### src/rtl/fetch_unit_if.sv
// Fetch front-end bus: imem request/response, redirect and decode handshake.
// master = fetch unit side, slave = memory/decode/branch side.
interface fetch_unit_if #(
  parameter int XLEN = 32
);
  logic            imem_req;
  logic [XLEN-1:0] imem_addr;
  logic [31:0]     imem_rdata;
  logic            redirect_valid;
  logic [XLEN-1:0] redirect_pc;
  logic            out_valid;
  logic            out_ready;
  logic [31:0]     out_instr;
  logic [XLEN-1:0] out_pc;

  modport master (
    output imem_req, imem_addr,
    input  imem_rdata,
    input  redirect_valid, redirect_pc,
    output out_valid, out_instr, out_pc,
    input  out_ready
  );

  modport slave (
    input  imem_req, imem_addr,
    output imem_rdata,
    output redirect_valid, redirect_pc,
    input  out_valid, out_instr, out_pc,
    output out_ready
  );
endinterface

### src/rtl/fetch_unit.sv
// Decoupled RV32I fetch: PC, 1-cycle imem requests, instr/PC FIFO to decode.
// Ports: clk, reset (async high), bus (fetch_unit_if.master), misalign_err, fetch_pc.
module fetch_unit #(
  parameter int              XLEN     = 32,
  parameter logic [XLEN-1:0] RESET_PC = '0,
  parameter int              DEPTH    = 2
) (
  input  logic            clk,
  input  logic            reset,
  fetch_unit_if.master    bus,
  output logic            misalign_err,
  output logic [XLEN-1:0] fetch_pc
);
  localparam int AW = (DEPTH > 1) ? $clog2(DEPTH) : 1;
  localparam int CW = $clog2(DEPTH + 1);
  localparam int EW = 32 + XLEN;

  logic [EW-1:0]   mem_q [DEPTH];
  logic [AW-1:0]   rd_ptr_q, rd_ptr_d;
  logic [AW-1:0]   wr_ptr_q, wr_ptr_d;
  logic [CW-1:0]   count_q, count_d;
  logic            inflight_q, inflight_d;
  logic [XLEN-1:0] tag_q, tag_d;
  logic [XLEN-1:0] pc_q, pc_d;
  logic            mis_q, mis_d;
  logic [31:0]     hold_instr_q, hold_instr_d;
  logic [XLEN-1:0] hold_pc_q, hold_pc_d;

  logic            nonempty;
  logic            pop;
  logic            push;
  logic            issue;
  logic [CW:0]     occ;
  logic [EW-1:0]   head;

  assign nonempty = (count_q != '0);
  assign head     = mem_q[rd_ptr_q];

  always_comb begin
    pop  = nonempty & bus.out_ready;
    // occupancy after this cycle: counts the response still in flight
    occ  = {1'b0, count_q} + (CW+1)'(inflight_q)
         - (CW+1)'(pop);
    issue = !reset & !bus.redirect_valid
          & (occ < (CW+1)'(DEPTH));
    push = inflight_q & !bus.redirect_valid;

    pc_d         = pc_q;
    tag_d        = tag_q;
    inflight_d   = issue;
    rd_ptr_d     = rd_ptr_q;
    wr_ptr_d     = wr_ptr_q;
    count_d      = count_q;
    hold_instr_d = hold_instr_q;
    hold_pc_d    = hold_pc_q;
    mis_d        = bus.redirect_valid
                 & (bus.redirect_pc[1:0] != 2'b00);

    if (issue) begin
      pc_d  = pc_q + XLEN'(4);
      tag_d = pc_q;
    end

    if (nonempty) begin
      hold_instr_d = head[EW-1:XLEN];
      hold_pc_d    = head[XLEN-1:0];
    end

    if (bus.redirect_valid) begin
      pc_d     = {bus.redirect_pc[XLEN-1:2], 2'b00};
      rd_ptr_d = '0;
      wr_ptr_d = '0;
      count_d  = '0;
    end else begin
      if (push) wr_ptr_d = wr_ptr_q + AW'(1);
      if (pop)  rd_ptr_d = rd_ptr_q + AW'(1);
      count_d = count_q + CW'(push) - CW'(pop);
    end
  end

  always_ff @(posedge clk or posedge reset) begin
    if (reset) begin
      pc_q         <= RESET_PC;
      tag_q        <= '0;
      inflight_q   <= 1'b0;
      rd_ptr_q     <= '0;
      wr_ptr_q     <= '0;
      count_q      <= '0;
      hold_instr_q <= '0;
      hold_pc_q    <= '0;
      mis_q        <= 1'b0;
    end else begin
      pc_q         <= pc_d;
      tag_q        <= tag_d;
      inflight_q   <= inflight_d;
      rd_ptr_q     <= rd_ptr_d;
      wr_ptr_q     <= wr_ptr_d;
      count_q      <= count_d;
      hold_instr_q <= hold_instr_d;
      hold_pc_q    <= hold_pc_d;
      mis_q        <= mis_d;
    end
  end

  // storage needs no reset: count gates every read
  always_ff @(posedge clk) begin
    if (push) mem_q[wr_ptr_q] <= {bus.imem_rdata, tag_q};
  end

  assign bus.imem_req  = issue;
  assign bus.imem_addr = pc_q;
  assign bus.out_valid = nonempty;
  assign bus.out_instr = nonempty ? head[EW-1:XLEN] : hold_instr_q;
  assign bus.out_pc    = nonempty ? head[XLEN-1:0] : hold_pc_q;
  assign misalign_err  = mis_q;
  assign fetch_pc      = pc_q;
endmodule

### src/flat_wrapper.sv
// flat-port wrapper written by rule: the top's interface ports become plain ports
module fetch_unit_flat 
#(
  parameter int              XLEN     = 32,
  parameter logic [XLEN-1:0] RESET_PC = '0,
  parameter int              DEPTH    = 2
)
  (clk, reset, misalign_err, fetch_pc, bus_imem_req, bus_imem_addr, bus_imem_rdata, bus_redirect_valid, bus_redirect_pc, bus_out_valid, bus_out_instr, bus_out_pc, bus_out_ready);
  fetch_unit_if #(.XLEN(XLEN)) bus_i ();
  input  logic clk;
  input  logic reset;
  output logic misalign_err;
  output logic [XLEN-1:0] fetch_pc;
  output wire logic [$bits(bus_i.imem_req)-1:0] bus_imem_req;
  output wire logic [$bits(bus_i.imem_addr)-1:0] bus_imem_addr;
  input wire logic [$bits(bus_i.imem_rdata)-1:0] bus_imem_rdata;
  input wire logic [$bits(bus_i.redirect_valid)-1:0] bus_redirect_valid;
  input wire logic [$bits(bus_i.redirect_pc)-1:0] bus_redirect_pc;
  output wire logic [$bits(bus_i.out_valid)-1:0] bus_out_valid;
  output wire logic [$bits(bus_i.out_instr)-1:0] bus_out_instr;
  output wire logic [$bits(bus_i.out_pc)-1:0] bus_out_pc;
  input wire logic [$bits(bus_i.out_ready)-1:0] bus_out_ready;
  assign bus_imem_req = bus_i.imem_req;
  assign bus_imem_addr = bus_i.imem_addr;
  assign bus_i.imem_rdata = bus_imem_rdata;
  assign bus_i.redirect_valid = bus_redirect_valid;
  assign bus_i.redirect_pc = bus_redirect_pc;
  assign bus_out_valid = bus_i.out_valid;
  assign bus_out_instr = bus_i.out_instr;
  assign bus_out_pc = bus_i.out_pc;
  assign bus_i.out_ready = bus_out_ready;
  fetch_unit #(.XLEN(XLEN), .RESET_PC(RESET_PC), .DEPTH(DEPTH)) u_core (.clk(clk), .reset(reset), .bus(bus_i), .misalign_err(misalign_err), .fetch_pc(fetch_pc));
endmodule
### config.mk
export PLATFORM = sky130hd
export DESIGN_NAME = fetch_unit_flat
export DESIGN_NICKNAME = d
export VERILOG_FILES = /design/src/rtl/fetch_unit_if.sv /design/src/rtl/fetch_unit.sv /design/src/flat_wrapper.sv
export SDC_FILE = /design/constraint.sdc
export NUM_CORES = 1
export LEC_CHECK = 0
export CAP_MARGIN = 10
export CELL_PAD_IN_SITES_DETAIL_PLACEMENT = 0
export CELL_PAD_IN_SITES_GLOBAL_PLACEMENT = 1
export CORE_UTILIZATION = 40
export CTS_BUF_LIST = sky130_fd_sc_hd__clkbuf_8
export CTS_CLUSTER_SIZE = 12
export DETAILED_ROUTE_END_ITERATION = 6
export DONT_BUFFER_PORTS = 1
export PLACE_DENSITY = 0.76
export SLEW_MARGIN = 20
export SYNTH_ARGS = -nofsm -noshare
export SYNTH_HDL_FRONTEND = slang
export SYNTH_SLANG_ARGS = --single-unit
### constraint.sdc
create_clock -name clk -period 4.55 [get_ports clk]
set_input_delay 0.91 -clock clk [delete_from_list [all_inputs] [get_ports clk]]
set_output_delay 0.91 -clock clk [all_outputs]
set_load 0.01 [all_outputs]
==> results.tsv, run 1 <==
metric	value	unit
DR WL/cell	18.7	um
Final Hold Vio Count	0	
most frequent cells in the layout	nand2_1 (181), dfrtp_1 (129), edfxtp_1 (124)	
Area Overhead vs Synth	9.37	%
post-DP HPWL	12900	um
Placer Congestion	0.785	
std cell rows	57	
Reg power frac	0.478	
Ports	199	
number of synthesized flops with an enable pin	124	
Num Clock Sinks	254	
final setup violation count	0	
DRC violations left	0	
area of the core	24600	sq um
Final Skew	0.0145	ns
status	complete, no violations	
clock slew at reported path FFs	0.06	ns
H-tree depth	2	
height of the die	161	um
Rel. slew slack	0.345	
Reg2Reg Setup Slack	1.11	ns
Max-Cap Viols	0	
GRT Overall Usage	0.165	
most common cell after layout, fill and taps aside	nand2_1	
Post-CTS Resized	0	
Mapped Area	10200	sq um
top cell type's share of synthesized area	0.366	
Clock Power Share	0.255	
worst hold path class	primary input to async pin	
Slew Limit Fails	0	
Finished Core Util	0.452	
Worst-Margin Slew	0.982	ns
Netlist cell types	53	
routed vias/inst	5.07	
PwrDens	705	nW/um^2
Seq/Total Area, Yosys	0.687	
fin crit period	3.77	ns
Reg area	6980	sq um
asr flop ratio synth	0.512	
FMAX	265	MHz
RSZ-0062 raised after global routing	false	
yosys synthesis warning count	0	
initial antenna violation count	0	
Num CTS Buffers	44	
root buffer cell	clkbuf_8	
Int Power	4.84	mW
Worst EP required	3.64	ns
Die W	161	um
VDD IR max	0.000373	V
Die Area	26000	sq um
global route total overflow	0	
Syn Area/Cell	12.7	sq um
area leader, netlist	edfxtp_1	
TNS Setup	0	ns
Setup CP Type	flop to primary output	
Period Utilization, post-route	0.829	
Top FF cell, synth	dfrtp_1	
DR pass1 iterations	5	
Post-DRT Antenna Nets	0	
NetSw	3.00	mW
final wirelength	21300	um
footprint of the multi-input gates	2780	sq um
Worst-Skew Late Latency	0.53	ns
endpoint type of the worst setup path	primary output	
#FFs+latches synth	254	
global-route wire length before repair	33500	um
DR iter-0 viols	374	
Clock Path Buffers	3	
synth top area cells	edfxtp_1 (37%), dfrtp_1 (32%), nand2_1 (6.7%)	
Gate power share	0.268	
Critical Path Start Type	flop	
Starting Density	0.413	
Port Buffers	0	
Hold Slack	0.382	ns
CTS Hold Bufs	0	
vias in the first global route	5794	
CTS tree	yes	
Final #Nets	856	
CP arrival	2.86	ns
Via Count	5786	
layout cells sized above 1	0.0956	
pin count of the biggest net entering global routing	128	
post-synthesis cell count	799	
number of setup buffers added after CTS	0	
leakage	4.41	nW
Switching Share	0.383	
crit path max fanout	17	
filler instances	2259	
Overall Power	7.84	mW
[kinds of logic after synthesis]
kind of cell	Yosys count	share of synthesized area
muxes	66	0.0650
AOI/OAI and AO/OA	122	0.0722
xor gates and xnor gates	7	0.00603
adders and majority gates	5	0.00690
DFF	254	0.687
other	1	0.000369
buffers and inverters	80	0.0432
and+or+nand+nor	264	0.120
[layer usage]
layer	GRT usage	part of all wire	up-vias	wire length [um]
met5	0	0	-	0
met4	0.0519	0.018	0	392
met2	0.248	0.44	216	9460
met1	0.221	0.44	2754	9470
li1	-	-	2777	-
met3	0.0632	0.094	39	2000
[path summary, 6_finish.rpt]
kind,cells past startpoint,endpoint,from
worst max register to register,13,u_core.bus.imem_addr[20],u_core.count_q[1]
min in group clk,1,u_core.count_q[0],bus_redirect_valid
worst max-delay path,9,bus_imem_req,u_core.count_q[1]
worst min-delay path,1,u_core.bus.imem_addr[31],reset
worst min register to register,0,u_core.mem_q[0][4],u_core.tag_q[4]
max in group asynchronous,2,u_core.hold_instr_q[29],reset
[power by group through the flow]
stage	combinational [mW]	clock, mW	sequential (mW)
after global placement	2.09	0	3.77
after detailed placement	2.13	0	3.80
after CTS	2.14	2.07	3.76
after global routing	2.37	2.17	3.84
final	2.10	2.00	3.74
after floorplan	1.91	0	3.49
[metrics by stage]
step | cell area (sq um) | std cells | setup slack, ns
6_report | 11100 | 1141 | 0.776
5_1_grt | 11100 | 1140 | 0.518
4_1_cts | 11100 | 1140 | 0.730
3_5_place_dp | 10300 | 1061 | 0.733
3_3_place_gp | 10300 | 1061 | 0.878
2_1_floorplan | 10200 | 802 | 0.171
[state kept, by name, summed over array words and instances (netlist names)]
signal	flops
u_core.mem_q	124
u_core.tag_q	30
u_core.bus.imem_addr	30
u_core.inflight_q	1
u_core.misalign_err	1
u_core.rd_ptr_q	1
u_core.wr_ptr_q	1
u_core.hold_instr_q	32
u_core.count_q	2
u_core.hold_pc_q	32
[synth_stat cells, drive strengths merged, types with 4 or more instances]
library cell / instances
nor2: 18
a21oi: 5
a221o: 7
o311ai: 8
nor3: 5
mux2i: 66
clkbuf: 26
nand4: 8
nor3b: 4
o21ai: 81
nand3: 13
nor2b: 10
edfxtp: 124
xnor2: 5
inv: 8
o211ai: 4
ha: 4
buf: 46
dfrtp: 130
a22oi: 4
nand2: 182
and3: 10
[worst max-delay path, cell delays in order (launching register included)]
cell     delay [ns]
dfrtp_1        0.48
nor2_4         0.07
nor2b_1        0.19
ha_1           0.26
inv_1          0.07
nand2_1        0.06
fa_1           0.38
xnor2_1        0.40
nand2_2        0.11
inv_2          0.29
[layout make-up]
| cell class | count | share of cell area |
|---|---|---|
| Clock inverter | 30 | 0.0162 |
| Sequential cell | 254 | 0.628 |
| Tap cell | 324 | 0.0365 |
| Timing Repair Buffer | 7 | 0.00507 |
| Antenna cell | 1 | 0.000225 |
| Inverter | 8 | 0.00338 |
| Clock buffer | 49 | 0.0607 |
| Multi-Input combinational cell | 468 | 0.250 |
(Power assumes the default switching activity.)
==> run 2: changes to the inputs <==
Settings changed: ABC_AREA set to 1.
Clock period 4.55 ns to 3.7 ns, I/O delays scaled along.
==> results.tsv, run 2 <==
metric	value	unit
CTS Hold Bufs	0	
Largest register FFs	124	
Worst-Margin Slew	0.813	ns
global-route wire length before repair	37800	um
filler instances	2534	
Reg power frac	0.449	
Mapped Area	10600	sq um
clock slew at reported path FFs	0.06	ns
top cell type's share of synthesized area	0.351	
met1 Use GR	0.238	
Top cell by count, worst path	buf_4	
Placer Congestion	0.792	
top-count cell post-synth	nand2_1	
hold path start	bus_redirect_valid	
routed vias/inst	4.95	
final setup violation count	0	
Setup CP Type	flop to primary output	
Biggest register	u_core.mem_q	
dominant delay contributor by cell family on the critical path	buffers and inverters	
Final Hold Vio Count	0	
initial antenna violation count	0	
leakage	4.88	nW
Num CTS Buffers	44	
Period Utilization, post-route	0.930	
DR WL/cell	17.6	um
Via Count	6953	
Final #Nets	1106	
Die Area	27200	sq um
fin crit period	3.44	ns
Final Skew	0.0125	ns
Critical Path Max Stage Delay	0.61	ns
number of synthesized flops with an enable pin	124	
std cell rows	59	
Post-CTS Resized	0	
synth top area cells	edfxtp_1 (35%), dfrtp_1 (31%), nand2_1 (8.3%)	
final worst setup slack	0.258	ns
number of setup buffers added after CTS	0	
Worst-Skew Late Latency	0.54	ns
Ports	199	
Top FF cell, synth	dfrtp_1	
DR pass1 iterations	6	
Port Buffers	0	
Overall Power	10.3	mW
Slew Limit Fails	0	
pin count of the biggest net entering global routing	131	
Place WS	0.637	ns
H-tree depth	2	
area leader, netlist	edfxtp_1	
Num Clock Sinks	254	
yosys synthesis warning count	0	
Clock Power Share	0.232	
post-synthesis cell count	1045	
CP endpoint	bus_out_pc[17]	
PwrDens	892	nW/um^2
area of the core	26100	sq um
Int Power	6.05	mW
Area Overhead vs Synth	9.02	%
Switching Share	0.414	
GRT Overall Usage	0.183	
WP buf/inv	3	
VDD IR max	0.000402	V
RSZ-0062 raised after global routing	false	
grt peak-use layer	met2	
most common cell after layout, fill and taps aside	nand2_1	
Worst EP required	2.96	ns
CTS tree	yes	
RR Endpoint	u_core.bus.imem_addr[27]	
asr flop ratio synth	0.512	
met3 GRT Util	0.0472	
#FFs+latches synth	254	
synth cell count leaders	nand2_1 (235), nor2_1 (155), dfrtp_1 (130)	
crit path max fanout	63	
Die W	165	um
Antenna Cells	0	
layout cells sized above 1	0.0945	
status	complete, no violations	
endpoint type of the worst setup path	primary output	
Critical Path Start Type	flop	
FMAX	291	MHz
met2 Usage GRT	0.299	
Reg area	6980	sq um
vias in the first global route	6736	
worst hold path class	primary input to flop	
cell depth of the worst setup path	6	
DR iter-0 viols	395	
Cell Chain, Critical Path	nor2_4, buf_4, inv_2, buf_4, nor2_1, a21oi_1	
Syn Area/Cell	10.2	sq um
Clock Path Buffers	3	
Starting Density	0.407	
Reg2Reg Depth	13	
NetSw	4.27	mW
final wirelength	24700	um
global route total overflow	0	
Reg2Reg Setup Slack	0.92	ns
Netlist cell types	29	
r2r startpoint	u_core.count_q[1]	
most frequent cells in the layout	nand2_1 (235), nor2_1 (153), dfrtp_1 (129)	
Worst Setup SP	u_core.count_q[1]	
CP arrival	2.70	ns
root buffer cell	clkbuf_8	
Gate power share	0.319	
Rel. slew slack	0.458	
post-DP HPWL	15300	um
footprint of the multi-input gates	2900	sq um
Max-Cap Viols	0	
Largest regs	u_core.mem_q x124, u_core.hold_instr_q x32, u_core.hold_pc_q x32	
Seq/Total Area, Yosys	0.658	
Post-DRT Antenna Nets	0	
DRC violations left	0	
Slowest cell on crit path	buf_4	
height of the die	165	um
-- run 2: stage by stage --
step | setup TNS (ns) | instances | hold WS [ns] | cell area, sq um | util
detailed placement | 0 | 1322 | 0.459 | 10700 | 0.412
floorplan | -58.82 | 1048 | 0.442 | 10600 | -
global route | 0 | 1404 | 0.237 | 11600 | 0.444
finish | 0 | 1404 | 0.261 | 11600 | 0.444
global placement | 0 | 1322 | 0.451 | 10700 | 0.412
CTS | 0 | 1404 | 0.228 | 11600 | 0.444
-- run 2: worst min path at each step --
stage | depth (start not counted) | slack (ns) | endpoint
6_report | 1 | 0.26 | u_core.count_q[0]
5_1_grt | 1 | 0.24 | u_core.count_q[0]
4_1_cts | 1 | 0.23 | u_core.count_q[0]
3_5_place_dp | 0 | 0.46 | u_core.mem_q[1][11]
3_3_place_gp | 0 | 0.45 | u_core.mem_q[0][22]
2_1_floorplan | 0 | 0.44 | u_core.mem_q[0][10]
-- run 2: cell type report --
type,count,share of cell area
timing repair buffer,15,0.0130
sequential,254,0.603
clock inverter,33,0.0142
tap,335,0.0362
clock buffer,49,0.0583
multi-input combinational,643,0.250
inverter,75,0.0247
-- run 2: kinds of logic (layout without fill, tap and decap cells) --
group,Yosys count,after routing,synth area share
XOR/XNOR,3,3,0.00248
other,1,4,0.000353
buffers and inverters,151,172,0.0719
flip-flops,254,254,0.658
adder cells (fa/ha/maj),5,5,0.00660
AND/OR/NAND/NOR,471,471,0.183
AO/OA/AOI/OAI,160,160,0.0778
-- run 2: layer usage --
metal | share of wire | vias to the layer above
met5 | 0 | -
met4 | 0.016 | 0
met3 | 0.070 | 35
met2 | 0.47 | 193
met1 | 0.44 | 3350
li1 | - | 3375
-- run 2: power groups by stage --
| stage | clock [mW] | sequential [mW] | combinational, mW |
|---|---|---|---|
| finish | 2.40 | 4.63 | 3.29 |
| global route | 2.59 | 4.75 | 3.72 |
| CTS | 2.48 | 4.64 | 3.37 |
| detailed placement | 0 | 4.69 | 3.34 |
| global placement | 0 | 4.67 | 3.32 |
| floorplan | 0 | 4.39 | 2.87 |
==> run 3: changes to the inputs <==
Settings changed: SLEW_MARGIN 20 to unset.
Clock period 3.7 ns to 4.4 ns, I/O delays scaled along.
==> results.tsv, run 3 (synthesis gave the netlist of run 2 again) <==
metric	value	unit
RSZ-0062 raised after global routing	false	
Critical Path Max Stage Delay	0.59	ns
FMAX	279	MHz
hold path start	bus_redirect_valid	
Antenna Cells	0	
status	complete, no violations	
Die W	165	um
final wirelength	24600	um
most frequent cells in the layout	nand2_1 (235), nor2_1 (153), dfrtp_1 (129)	
final worst setup slack	0.814	ns
CTS Hold Bufs	0	
CP arrival	2.71	ns
global route total overflow	0	
RR Endpoint	u_core.bus.imem_addr[10]	
Hold Crit Depth	1	
Clock Path Buffers	3	
Setup CP Type	flop to primary output	
Via Count	6906	
Slew Limit Fails	0	
Inst Count DP	1317	
Worst EP required	3.52	ns
Num CTS Buffers	44	
Max-Cap Viols	0	
area of the core	26100	sq um
GRT Overall Usage	0.186	
routed vias/inst	4.95	
Cell Chain, Critical Path	nor2_4, buf_4, inv_2, buf_12, nor2_1, a21oi_1	
Slowest cell on crit path	buf_4	
Largest regs	u_core.mem_q x124, u_core.hold_instr_q x32, u_core.hold_pc_q x32	
CTS tree	yes	
Placer Congestion	0.789	
Final #Nets	1101	
global-route wire length before repair	38500	um
DRC violations left	0	
layout cells sized above 1	0.0867	
PwrDens	752	nW/um^2
TNS Setup	0	ns
final non-filler cell area	11500	sq um
Place WS	0.996	ns
r2r startpoint	u_core.count_q[1]	
fin crit period	3.59	ns
Period Utilization, post-route	0.815	
Worst-Skew Late Latency	0.53	ns
H-tree depth	2	
Ports	199	
Reg2Reg Setup Slack	1.55	ns
Biggest register	u_core.mem_q	
vias in the first global route	6852	
height of the die	165	um
Rel. slew slack	0.384	
Non-Filler Instances	1396	
placed cell areas	10700	sq um
DR iter-0 viols	480	
pin count of the biggest net entering global routing	131	
VDD IR max	0.000422	V
post-DP HPWL	15000	um
Die Area	27200	sq um
initial antenna violation count	0	
Reg2Reg Depth	13	
worst hold path class	primary input to flop	
Critical Path Start Type	flop	
crit path max fanout	63	
DR WL/cell	17.6	um
Hold EP	u_core.count_q[0]	
endpoint type of the worst setup path	primary output	
clock slew at reported path FFs	0.06	ns
Post-CTS Resized	0	
std cell rows	59	
Area Overhead vs Synth	8.35	%
Worst-Margin Slew	0.924	ns
root buffer cell	clkbuf_8	
number of setup buffers added after CTS	0	
DR pass1 iterations	4	
most common cell after layout, fill and taps aside	nand2_1	
Post-DRT Antenna Nets	0	
Largest register FFs	124	
Num Clock Sinks	254	
Final Hold Vio Count	0	
Final Skew	0.00891	ns
leakage	4.86	nW
Starting Density	0.407	
Port Buffers	0	
final setup violation count	0	
## run 3: worst max path at each step
stage,cells past startpoint,start,to,slack [ns]
floorplan,4,bus_redirect_valid,u_core.mem_q[0][10],0.09
global placement,10,bus_out_ready,bus_imem_req,1.02
detailed placement,10,bus_out_ready,bus_imem_req,1.0
CTS,6,u_core.count_q[1],bus_out_pc[27],0.71
global route,6,u_core.count_q[1],bus_out_pc[27],0.57
finish,6,u_core.count_q[1],bus_out_pc[27],0.81
## run 3: per-stage QoR
stage / hold WS [ns] / util / power, mW
3_5_place_dp: 0.462 / 0.410 / 6.78
3_3_place_gp: 0.451 / 0.410 / 6.71
4_1_cts: 0.382 / 0.441 / 8.79
6_report: 0.428 / 0.441 / 8.64
5_1_grt: 0.379 / 0.441 / 9.31
2_1_floorplan: 0.442 / - / 6.10
## run 3: per-layer routing
| layer | up-vias | wire [um] | global-route usage |
|---|---|---|---|
| met5 | - | 0 | 0 |
| met4 | 0 | 421 | 0.0492 |
| met3 | 39 | 1940 | 0.0542 |
| met2 | 194 | 11600 | 0.303 |
| met1 | 3305 | 10600 | 0.241 |
| li1 | 3368 | - | - |
## run 3: worst max-delay path: cells and delay by family, from the launching register on
family,cells,cell delay [ns]
flip-flops,1,0.46
buffers and inverters,3,1.27
AO/OA/AOI/OAI,1,0.12
AND/OR/NAND/NOR,2,0.29
## run 3: cell type report
cell class | count | area [sq um]
timing repair buffer | 10 | 100
tap | 335 | 419
clock buffer | 49 | 674
multi-input combinational | 643 | 2900
fill | 2525 | 14600
clock inverter | 30 | 143
inverter | 75 | 285
sequential | 254 | 6980
## run 3: report_power, final
part           total, mW  switching (mW)  internal (mW)
Sequential          3.88           0.603           3.28
Clock               1.98           0.905           1.07
Combinational       2.78            2.06          0.717
Total               8.64            3.57           5.07
